$ cat config.mk
export PLATFORM = sky130hd
export DESIGN_NAME = ucode_issue
export DESIGN_NICKNAME = d
export VERILOG_FILES = /design/src/rtl/ucode_issue.sv
export SDC_FILE = /design/constraint.sdc
export NUM_CORES = 1
export LEC_CHECK = 0
export ABC_AREA = 1
export CAP_MARGIN = 5
export CORE_MARGIN = 2
export CORE_UTILIZATION = 54
export DETAILED_ROUTE_END_ITERATION = 10
export MAX_ROUTING_LAYER = met4
export PLACE_DENSITY = 0.91
export SYNTH_ARGS = -nofsm -noshare
export SYNTH_HDL_FRONTEND = slang
export SYNTH_SLANG_ARGS = --single-unit
$ cat constraint.sdc
create_clock -name clk_i -period 3.4 [get_ports clk_i]
set_clock_uncertainty 0.2 [all_clocks]
set_input_delay 0.34 -clock clk_i [delete_from_list [all_inputs] [get_ports clk_i]]
set_output_delay 0.34 -clock clk_i [all_outputs]
set_load 0.02 [all_outputs]
$ cat src/rtl/ucode_issue.sv
// ucode_issue: in-order micro-op queue + scoreboard issue stage.
// Optional stall perf counters under `define UCODE_ISSUE_PERF_EN.
module ucode_issue #(
  parameter int UCODE_WIDTH_P   = 18,
  parameter int QUEUE_DEPTH_P   = 4,
  parameter int NUM_FU_P        = 5,
  parameter int REG_IDX_WIDTH_P = 4
) (
  input  logic                       clk_i,
  input  logic                       reset_n_i,
  input  logic                       uop_v_i,
  input  logic [UCODE_WIDTH_P-1:0]   uop_i,
  input  logic [REG_IDX_WIDTH_P-1:0] rd_i,
  input  logic [REG_IDX_WIDTH_P-1:0] rs1_i,
  input  logic [REG_IDX_WIDTH_P-1:0] rs2_i,
  output logic                       uop_ready_o,
  input  logic                       flush_i,
  output logic                       issue_v_o,
  output logic [2:0]                 issue_fu_o,
  output logic [2:0]                 issue_op_o,
  output logic [3:0]                 issue_flags_o,
  output logic                       issue_we_o,
  output logic [4:0]                 issue_src_sel_o,
  output logic [REG_IDX_WIDTH_P-1:0] issue_rd_o,
  output logic [REG_IDX_WIDTH_P-1:0] issue_rs1_o,
  output logic [REG_IDX_WIDTH_P-1:0] issue_rs2_o,
  input  logic [NUM_FU_P-1:0]        fu_ready_i,
  input  logic                       wb_v_i,
  input  logic [REG_IDX_WIDTH_P-1:0] wb_rd_i,
  input  logic                       wb_flags_v_i,
  output logic [31:0]                stall_raw_cnt_o,
  output logic [31:0]                stall_fu_cnt_o
);

  localparam int PW = $clog2(QUEUE_DEPTH_P);
  localparam int CW = PW + 1;
  localparam int NR = 1 << REG_IDX_WIDTH_P;
  localparam logic [3:0] NFU = 4'(NUM_FU_P);

  logic [UCODE_WIDTH_P-1:0]   r_word [QUEUE_DEPTH_P];
  logic [REG_IDX_WIDTH_P-1:0] r_rd   [QUEUE_DEPTH_P];
  logic [REG_IDX_WIDTH_P-1:0] r_rs1  [QUEUE_DEPTH_P];
  logic [REG_IDX_WIDTH_P-1:0] r_rs2  [QUEUE_DEPTH_P];
  logic [PW-1:0]              r_head;
  logic [PW-1:0]              r_tail;
  logic [CW-1:0]              r_cnt;
  logic [NR-1:0]              r_sb;
  logic                       r_flags;

  logic [UCODE_WIDTH_P-1:0]   w_hw;
  logic [UCODE_WIDTH_P-1:0]   w_hw_g;
  logic [REG_IDX_WIDTH_P-1:0] w_rd;
  logic [REG_IDX_WIDTH_P-1:0] w_rs1;
  logic [REG_IDX_WIDTH_P-1:0] w_rs2;
  logic                       w_we;
  logic [2:0]                 w_op;
  logic [2:0]                 w_fu;
  logic [3:0]                 w_flg;
  logic [2:0]                 w_s2;
  logic                       w_empty;
  logic                       w_full;
  logic                       w_nop;
  logic                       w_head_ok;
  logic [NR-1:0]              w_clr;
  logic [NR-1:0]              w_set;
  logic [NR-1:0]              w_pend;
  logic                       w_fpend;
  logic                       w_haz;
  logic                       w_fu_rdy;
  logic                       w_fire;
  logic                       w_deq;
  logic                       w_enq;
  logic                       w_unused;

  assign w_hw    = r_word[r_head];
  assign w_rd    = r_rd[r_head];
  assign w_rs1   = r_rs1[r_head];
  assign w_rs2   = r_rs2[r_head];
  assign w_we    = w_hw[17];
  assign w_op    = w_hw[16:14];
  assign w_fu    = w_hw[13:11];
  assign w_flg   = w_hw[10:7];
  assign w_s2    = w_hw[2:0];
  assign w_empty = (r_cnt == '0);
  assign w_full  = (r_cnt == CW'(QUEUE_DEPTH_P));
  assign w_unused = &{1'b0, w_hw[6:5]};

  // all-zero words and unknown FU codes are dropped silently
  assign w_nop = (w_hw == '0) | ({1'b0, w_fu} >= NFU);
  assign w_head_ok = !w_empty & !w_nop;

  // writebacks this cycle already unblock the head
  assign w_clr   = wb_v_i ? (NR'(1) << wb_rd_i) : '0;
  assign w_pend  = r_sb & ~w_clr;
  assign w_fpend = r_flags & ~wb_flags_v_i;

  assign w_haz = w_pend[w_rs1]
               | ((w_s2 == 3'd0) & w_pend[w_rs2])
               | (w_we & w_pend[w_rd])
               | ((w_fu == 3'd4) & (w_op == 3'd0) & w_fpend);

  // select ready of the head's target FU
  always_comb begin
    w_fu_rdy = 1'b0;
    for (int i = 0; i < NUM_FU_P; i++)
      if (w_fu == 3'(i)) w_fu_rdy = fu_ready_i[i];
  end

  assign issue_v_o   = w_head_ok & !w_haz & !flush_i;
  assign w_fire      = issue_v_o & w_fu_rdy;
  assign w_deq       = !flush_i & !w_empty & (w_nop | w_fire);
  assign uop_ready_o = !w_full & !flush_i;
  assign w_enq       = uop_v_i & uop_ready_o;

  assign w_hw_g          = w_empty ? '0 : w_hw;
  assign issue_we_o      = w_hw_g[17];
  assign issue_op_o      = w_hw_g[16:14];
  assign issue_fu_o      = w_hw_g[13:11];
  assign issue_flags_o   = w_hw_g[10:7];
  assign issue_src_sel_o = {w_hw_g[4:3], w_hw_g[2:0]};
  assign issue_rd_o      = w_empty ? '0 : w_rd;
  assign issue_rs1_o     = w_empty ? '0 : w_rs1;
  assign issue_rs2_o     = w_empty ? '0 : w_rs2;

  // queue storage written at the tail
  always_ff @(posedge clk_i or negedge reset_n_i) begin
    if (!reset_n_i) begin
      for (int i = 0; i < QUEUE_DEPTH_P; i++) begin
        r_word[i] <= '0;
        r_rd[i]   <= '0;
        r_rs1[i]  <= '0;
        r_rs2[i]  <= '0;
      end
    end else if (w_enq) begin
      r_word[r_tail] <= uop_i;
      r_rd[r_tail]   <= rd_i;
      r_rs1[r_tail]  <= rs1_i;
      r_rs2[r_tail]  <= rs2_i;
    end
  end

  // pointers and occupancy; flush empties the queue
  always_ff @(posedge clk_i or negedge reset_n_i) begin
    if (!reset_n_i) begin
      r_head <= '0;
      r_tail <= '0;
      r_cnt  <= '0;
    end else if (flush_i) begin
      r_head <= '0;
      r_tail <= '0;
      r_cnt  <= '0;
    end else begin
      if (w_enq) r_tail <= r_tail + PW'(1);
      if (w_deq) r_head <= r_head + PW'(1);
      r_cnt <= r_cnt + CW'(w_enq) - CW'(w_deq);
    end
  end

  assign w_set = (w_fire & w_we) ? (NR'(1) << w_rd) : '0;

  // pending writers; a set beats a same-cycle clear
  always_ff @(posedge clk_i or negedge reset_n_i) begin
    if (!reset_n_i) begin
      r_sb    <= '0;
      r_flags <= 1'b0;
    end else begin
      r_sb    <= (r_sb & ~w_clr) | w_set;
      r_flags <= (r_flags & ~wb_flags_v_i) | (w_fire & (|w_flg));
    end
  end

`ifdef UCODE_ISSUE_PERF_EN
  logic [31:0] r_raw_cnt;
  logic [31:0] r_fu_cnt;

  // saturating stall counters
  always_ff @(posedge clk_i or negedge reset_n_i) begin
    if (!reset_n_i) begin
      r_raw_cnt <= '0;
      r_fu_cnt  <= '0;
    end else begin
      if (w_head_ok & w_haz & (r_raw_cnt != '1))
        r_raw_cnt <= r_raw_cnt + 32'd1;
      if (issue_v_o & !w_fu_rdy & (r_fu_cnt != '1))
        r_fu_cnt <= r_fu_cnt + 32'd1;
    end
  end

  assign stall_raw_cnt_o = r_raw_cnt;
  assign stall_fu_cnt_o  = r_fu_cnt;
`else
  assign stall_raw_cnt_o = '0;
  assign stall_fu_cnt_o  = '0;
`endif

endmodule

======== Yosys cells after proc, flatten, opt, wreduce, memory -nomap -nowiden ========
Index checks and enable logic that the tools add are counted.
storage, ports and cells
  output and inout bits ................... 94
  register bits after elaboration ......... 144
  logic and storage cells ................. 122
  input bits .............................. 45
operators by class
  multiplexer cells ....................... 42
  magnitude comparators ................... 7
  shift-type cells ........................ 2
  add/subtract/negate cells ............... 4
  reductions and logical operators ........ 14
  bitwise operators ....................... 27
  equality and inequality tests ........... 5
operator list
  kind                                                 number
  bitwise mux 72 bit                                   1
  two-way mux 18 bit                                   4
  bitwise mux 16 bit                                   3
  two-way mux 4 bit                                    10
  binary-select mux 18 bit (select 2 bit)              1
  demux 18 bit (select 2 bit)                          1
  two-way mux 16 bit                                   2
  left shift 1 x 4 -> 16 bit (first input constant)    2
  binary-select mux 4 bit (select 2 bit)               3
  zero test 18 bit                                     1
  bitwise AND 16 bit                                   1
  NOT 16 bit                                           1
  OR 16 bit                                            1
  bitwise AND 1 bit                                    15
  < comparator 4 x 5 -> 1 bit (second input constant)  3
  binary-select mux 1 bit (select 4 bit)               3
  zero test 3 bit                                      4
  >= comparator 3 bit (second input constant)          3
  demux 4 bit (select 2 bit)                           1
  two-way mux 1 bit                                    8
  two-way mux 2 bit                                    4
  == test 3 x 2 -> 1 bit (second input constant)       2
  == test 3 bit (second input constant)                2
  NOT 2 -> 3 bit                                       2
  other kinds (12)                                     23

======== Longest topological paths before layout ========
  word-level depth ........................ 18
  mapped depth ............................ 24
  gate-level depth less buffers ........... 22

======== Worst setup path after synthesis ========
Ideal clock, no wire load.
  path type ............................... register -> register
  start point ............................. register r_head[0]
  end point ............................... register r_cnt[2]
  data arrival time ....................... 2.841 ns
  library setup time ...................... 0.086 ns
  clock period less this slack ............ 3.127 ns
  setup slack ............................. 0.273 ns
  path buffers ............................ 2
  stages on the path, launching flop included .. 20
  required time ........................... 3.114 ns
  path through ............................ dfrtp_1 -> buf_6 -> buf_6 -> nor2_1 -> inv_1 -> a32oi_4 -> inv_2 -> nand3_1 -> nand3_2 -> nand4_4 -> nand2_1 -> nand2_1 -> inv_1 -> ha_1 -> inv_1 -> ha_1 -> inv_1 -> fa_1 -> and3_1 -> nor3_1
between the ends
  word-level cells in the longest chain between the ends .. 18
  elaborated cells between the ends (all ways) .. 51
  classes of those cells .................. add/sub (1); order compare (1); eq/ne (4); mux (24); bitwise (15); reduce/logical (6)
ends and longest elaborated chain
  element                                                line  text
  from (decl)                                            44    logic [PW-1:0] r_head;
  from (signal assigned)                                 154   if (w_deq) r_head <= r_head + PW'(1);
  NOT 2 -> 3 bit (not written as such) (*)               -
  binary-select mux 4 bit (select 2 bit)                 78    assign w_rs2 = r_rs2[r_head];
  two-way mux 4 bit (not written as such) (2 in series)  78
  binary-select mux 1 bit (select 4 bit)                 98    | ((w_s2 == 3'd0) & w_pend[w_rs2])
  two-way mux 1 bit (not written as such)                98
  bitwise AND 1 bit                                      98
  OR 1 bit                                               98
  OR 1 bit                                               99    | (w_we & w_pend[w_rd])
  OR 1 bit                                               100   | ((w_fu == 3'd4) & (w_op == 3'd0) & w_fpend);
  zero test 1 bit                                        109   assign issue_v_o = w_head_ok & !w_haz & !flush_i;
  bitwise AND 1 bit (2 in series)                        109
  bitwise AND 1 bit                                      110   assign w_fire = issue_v_o & w_fu_rdy;
  OR 1 bit (*)                                           111   assign w_deq = !flush_i & !w_empty & (w_nop | w_fire);
  bitwise AND 1 bit (*)                                  111
  subtractor 3 x 1 -> 3 bit (*)                          155   r_cnt <= r_cnt + CW'(w_enq) - CW'(w_deq);
  two-way mux 3 bit (*)                                  148   end else if (flush_i) begin
  to (signal assigned)                                   155
  to (decl)                                              46    logic [CW-1:0] r_cnt;
Mark *: on every way between the ends. The rest lies on a longest branch, timed or not. The select of a mux whose other input is x is not followed.
A chain may end at the register's enable or synchronous reset.

======== Worst setup path after layout ========
Ends and elaborated chain as after synthesis.

==> impl_metrics.py <==
metrics = {
    "yosys": {
        "netlist_instances": 961,
        "syn_area_per_cell_um2": 8.65,
        "synth-warning-count": 0,
        "synth_enable_flop_cells": 0,
        "synth_seq_area_share": 0.434,
        "post-synth-top-area-fraction": 0.434,
        "yosys_most_used_dff": "sky130_fd_sc_hd__dfrtp_1",
        "async_flop_share": 1.00,
        "number_of_storage_elements_in_the_synthesis_netlist": 144,
        "yosys.area.top_type": "sky130_fd_sc_hd__dfrtp_1",
        "mappedNetlistArea_um2": 8310,
        "synth.top_cells.by_area": "sky130_fd_sc_hd__dfrtp_1 (43%), sky130_fd_sc_hd__mux2_2 (12%), sky130_fd_sc_hd__nand2_1 (12%)",
        "synth_cell_type_count": 42,
    },
    "cells_and_area": {
        "nNetsFinal": 1176,
        "fraction_of_final_layout_cells_sized_beyond_drive_strength_1": 0.347,
        "finalInstanceArea_um2": 11000,
        "area_growth_syn_to_layout_pct": 32.3,
    },
    "worst_setup_path": {
        "worst-r2r-setup-slack_ns": -0.42,
        "wp_data_required_ns": 3.56,
        "worstSetupStartpointType": "flop",
        "cp_max_fo": 11,
        "critPathCaptureType": "flop",
        "path_class": "reg -> reg",
        "worst_ep_arrival_time_ns": 3.98,
        "timing.critical_path.from": "r_head[0]$_DFFE_PN0P_",
        "reg2reg_from": "r_head[0]$_DFFE_PN0P_",
    },
    "min_path": {
        "path_type_of_the_worst_min_delay_path": "in -> async",
    },
    "sta": {
        "final_setup_violations": 3,
        "final_hold_violation_count": 0,
        "finalWorstPathRequiredPeriod_ns": 3.82,
        "worst_pin_slew_ns": 0.641,
        "worst_hold_slack_ns": 0.249,
        "max_clock_freq_mhz": 262,
        "timing.max_slew.rel_slack": 0.573,
        "worst_slack_ns": -0.421,
        "rsz0062_at_grt": "yes",
        "fin_crit_sh": 1.12,
        "slew_violations": 0,
    },
    "detailed_routing": {
        "drt-initial-drc-count": 1135,
        "antenna_left": 0,
        "dr_vias_cell": 6.04,
        "drc_errors": 0,
        "drt_pre_antenna_iters": 9,
        "routed_wirelength_um": 28400,
        "wl_per_cell_um": 21.4,
        "route.vias.total": 8004,
    },
    "place": {
        "dpl-instance-area_um2": 9400,
        "io_buffers": 74,
        "detailed_place_hpwl_um": 15000,
        "gp_congestion": 0.950,
    },
    "floorplan": {
        "initial_utilization": 0.549,
        "die_x_um": 128,
        "floorplan.io_pins": 139,
        "die-area_um2": 16400,
        "core_area_um2": 15100,
        "die_height_um": 128,
        "row_count": 45,
    },
    "run_status": {
        "violations": "setup timing",
        "result_of_the_run": "complete, but fails checks",
    },
    "grt": {
        "grt_first_pass_wirelength_um": 40500,
        "grtUsageTotal": 0.333,
        "number_of_antenna_violations_at_the_first_check_in_global_routing": 1,
        "via_count_of_the_first_global_routing_pass": 7743,
        "grt.overflow.total": 0,
        "pin_count_of_the_biggest_net_entering_global_routing": 80,
    },
    "clocking": {
        "cts.reportedPaths.clkPinSlew_ns": 0.07,
        "tritoncts.num_buffers": 17,
        "cts.htree.levels": 4,
        "clock_tree.root_cell": "sky130_fd_sc_hd__clkbuf_16",
        "insertion_delay_to_the_later_sink_of_the_worst_skew_pair_ns": 0.46,
        "tritoncts": "done",
        "tritoncts_num_sinks": 144,
        "max-clock-path-buffers": 2,
    },
    "power_and_ir_drop": {
        "power_density_nw_per_um2": 1140,
        "p_leak_nw": 5.25,
        "peakVddDrop_uv": 756,
    },
    "run": {
        "timing.max_cap.violations": 0,
    },
}
metrics by stage:
step	util	setup TNS (ns)	std cells	power [mW]	setup slack, ns
after CTS	0.700	-0.0610	1312	11.2	-0.0610
after floorplan	-	0	1024	6.40	0.273
after detailed placement	0.621	-0.751	1251	8.40	-0.449
after global placement	0.621	-0.408	1251	8.14	-0.244
after global routing	0.726	-0.995	1326	13.0	-0.503
final	0.726	-0.822	1326	12.5	-0.421
Yosys cell counts (5+ instances only):
master / number
sky130_fd_sc_hd__inv_2: 8
sky130_fd_sc_hd__buf_4: 73
sky130_fd_sc_hd__nand3_1: 86
sky130_fd_sc_hd__clkbuf_1: 6
sky130_fd_sc_hd__inv_1: 57
sky130_fd_sc_hd__o21ai_1: 16
sky130_fd_sc_hd__o211ai_1: 5
sky130_fd_sc_hd__o21ai_0: 38
sky130_fd_sc_hd__mux2_2: 92
sky130_fd_sc_hd__nor2_2: 5
sky130_fd_sc_hd__nand3_2: 17
sky130_fd_sc_hd__nor2_1: 65
sky130_fd_sc_hd__buf_6: 10
sky130_fd_sc_hd__nand2_1: 273
sky130_fd_sc_hd__buf_2: 11
sky130_fd_sc_hd__dfrtp_1: 144
sky130_fd_sc_hd__nand2_2: 7
sky130_fd_sc_hd__a21oi_1: 15
sky130_fd_sc_hd__ha_1: 6
placed cells by master (no fill, tap or decap), types with 3 or more instances in the layout:
| cell type | instances |
|---|---|
| sky130_fd_sc_hd__buf_12 | 14 |
| sky130_fd_sc_hd__nand2_1 | 215 |
| sky130_fd_sc_hd__o21ai_0 | 31 |
| sky130_fd_sc_hd__nand3_4 | 5 |
| sky130_fd_sc_hd__o21ai_2 | 4 |
| sky130_fd_sc_hd__mux2_2 | 92 |
| sky130_fd_sc_hd__nor2_2 | 8 |
| sky130_fd_sc_hd__inv_6 | 5 |
| sky130_fd_sc_hd__nand3_2 | 40 |
| sky130_fd_sc_hd__nor2_1 | 55 |
| sky130_fd_sc_hd__o21ai_1 | 19 |
| sky130_fd_sc_hd__clkdlybuf4s50_1 | 72 |
| sky130_fd_sc_hd__buf_6 | 6 |
| sky130_fd_sc_hd__nand2_2 | 50 |
| sky130_fd_sc_hd__nand2_4 | 18 |
| sky130_fd_sc_hd__inv_2 | 8 |
| sky130_fd_sc_hd__a21oi_1 | 12 |
| sky130_fd_sc_hd__buf_4 | 84 |
| sky130_fd_sc_hd__nor2_4 | 8 |
| sky130_fd_sc_hd__o211ai_1 | 5 |
| sky130_fd_sc_hd__ha_1 | 4 |
| sky130_fd_sc_hd__dfrtp_1 | 143 |
| sky130_fd_sc_hd__inv_8 | 3 |
| sky130_fd_sc_hd__buf_16 | 3 |
| sky130_fd_sc_hd__inv_1 | 54 |
| sky130_fd_sc_hd__conb_1 | 64 |
| sky130_fd_sc_hd__clkbuf_16 | 17 |
| sky130_fd_sc_hd__inv_4 | 4 |
| sky130_fd_sc_hd__nand3_1 | 58 |
layout make-up:
class	instances	area, um2
multi-input combinational	711	4480
sequential	144	3600
fill	912	4160
inverter	68	273
clock buffer	18	429
clock inverter	14	150
tap	188	235
timing repair buffer	182	1820
antenna	1	2.50
what timing repair did:
| action | 4_1_cts | 5_1_grt |
|---|---|---|
| endpoints found under the setup margin | 3 | 3 |
| setup buffers | 22 | 16 |
| cloned | 6 | 0 |
| pin swaps | 37 | 44 |
| hold endpoints to repair | 65 | 0 |
| hold buffers | 1 | 0 |
| gates resized for setup | 88 | 84 |
worst max-delay path, cell delays in order (launching register included):
cell and delay [ns]:
sky130_fd_sc_hd__dfrtp_2 0.49, sky130_fd_sc_hd__inv_8 0.08, sky130_fd_sc_hd__buf_6 0.13, sky130_fd_sc_hd__buf_12 0.15, sky130_fd_sc_hd__nand2_4 0.10, sky130_fd_sc_hd__nand3_4 0.13
sky130_fd_sc_hd__nand2_4 0.14, sky130_fd_sc_hd__nand2_1 0.10, sky130_fd_sc_hd__nand3_1 0.09, sky130_fd_sc_hd__o21ai_1 0.06, sky130_fd_sc_hd__nor2_1 0.26, sky130_fd_sc_hd__nor2_4 0.10
sky130_fd_sc_hd__nor2_4 0.17, sky130_fd_sc_hd__nand4_4 0.10, sky130_fd_sc_hd__nand2_2 0.10, sky130_fd_sc_hd__nand2_2 0.07, sky130_fd_sc_hd__inv_2 0.07, sky130_fd_sc_hd__ha_4 0.20
sky130_fd_sc_hd__inv_4 0.06, sky130_fd_sc_hd__ha_4 0.13, sky130_fd_sc_hd__inv_4 0.04, sky130_fd_sc_hd__fa_2 0.35, sky130_fd_sc_hd__and3_4 0.17, sky130_fd_sc_hd__nor3_2 0.22
where the power goes:
group	total, mW	internal [mW]	leakage [nW]	switching, mW
clock network	1.90	1.03	0.279	0.865
logic	7.58	3.19	3.18	4.39
registers	2.99	2.48	1.80	0.518
path summary, 6_finish.rpt:
| check | to | depth (start not counted) |
|---|---|---|
| max reg2reg | r_cnt[2]$_DFF_PN0_ | 23 |
| max in group asynchronous | r_rd[7]$_DFFE_PN0P_ | 3 |
| max | r_cnt[2]$_DFF_PN0_ | 23 |
| min reg2reg | r_word[64]$_DFFE_PN0P_ | 1 |
| min in group clk_i | r_tail[1]$_DFFE_PN0P_ | 3 |
| min | r_cnt[2]$_DFF_PN0_ | 2 |
logic make-up after synthesis:
| kind of cell | synth area share |
|---|---|
| AND/OR/NAND/NOR | 0.244 |
| buffers and inverters | 0.124 |
| flip-flops | 0.434 |
| multiplexers | 0.125 |
| AO/OA/AOI/OAI | 0.0610 |
| adder cells (fa/ha/maj) | 0.0114 |
| other | 0.000451 |
| XOR/XNOR | 0.00105 |
state kept, by name (all words and copies together) (netlist names):
signal and count:
r_word 72, r_sb 16, r_rs1 16, r_flags 1, r_head 2, r_cnt 3, r_tail 2, r_rs2 16
r_rd 16
metal layers:
layer  GRT usage  up-vias  part of all wire
met1       0.379     3802              0.35
met3      0.0680      220              0.10
met4       0.209        0             0.072
met2       0.540      655              0.48
met5           -        -                 0
li1            -     3327                 -
(Power assumes the default switching activity.)
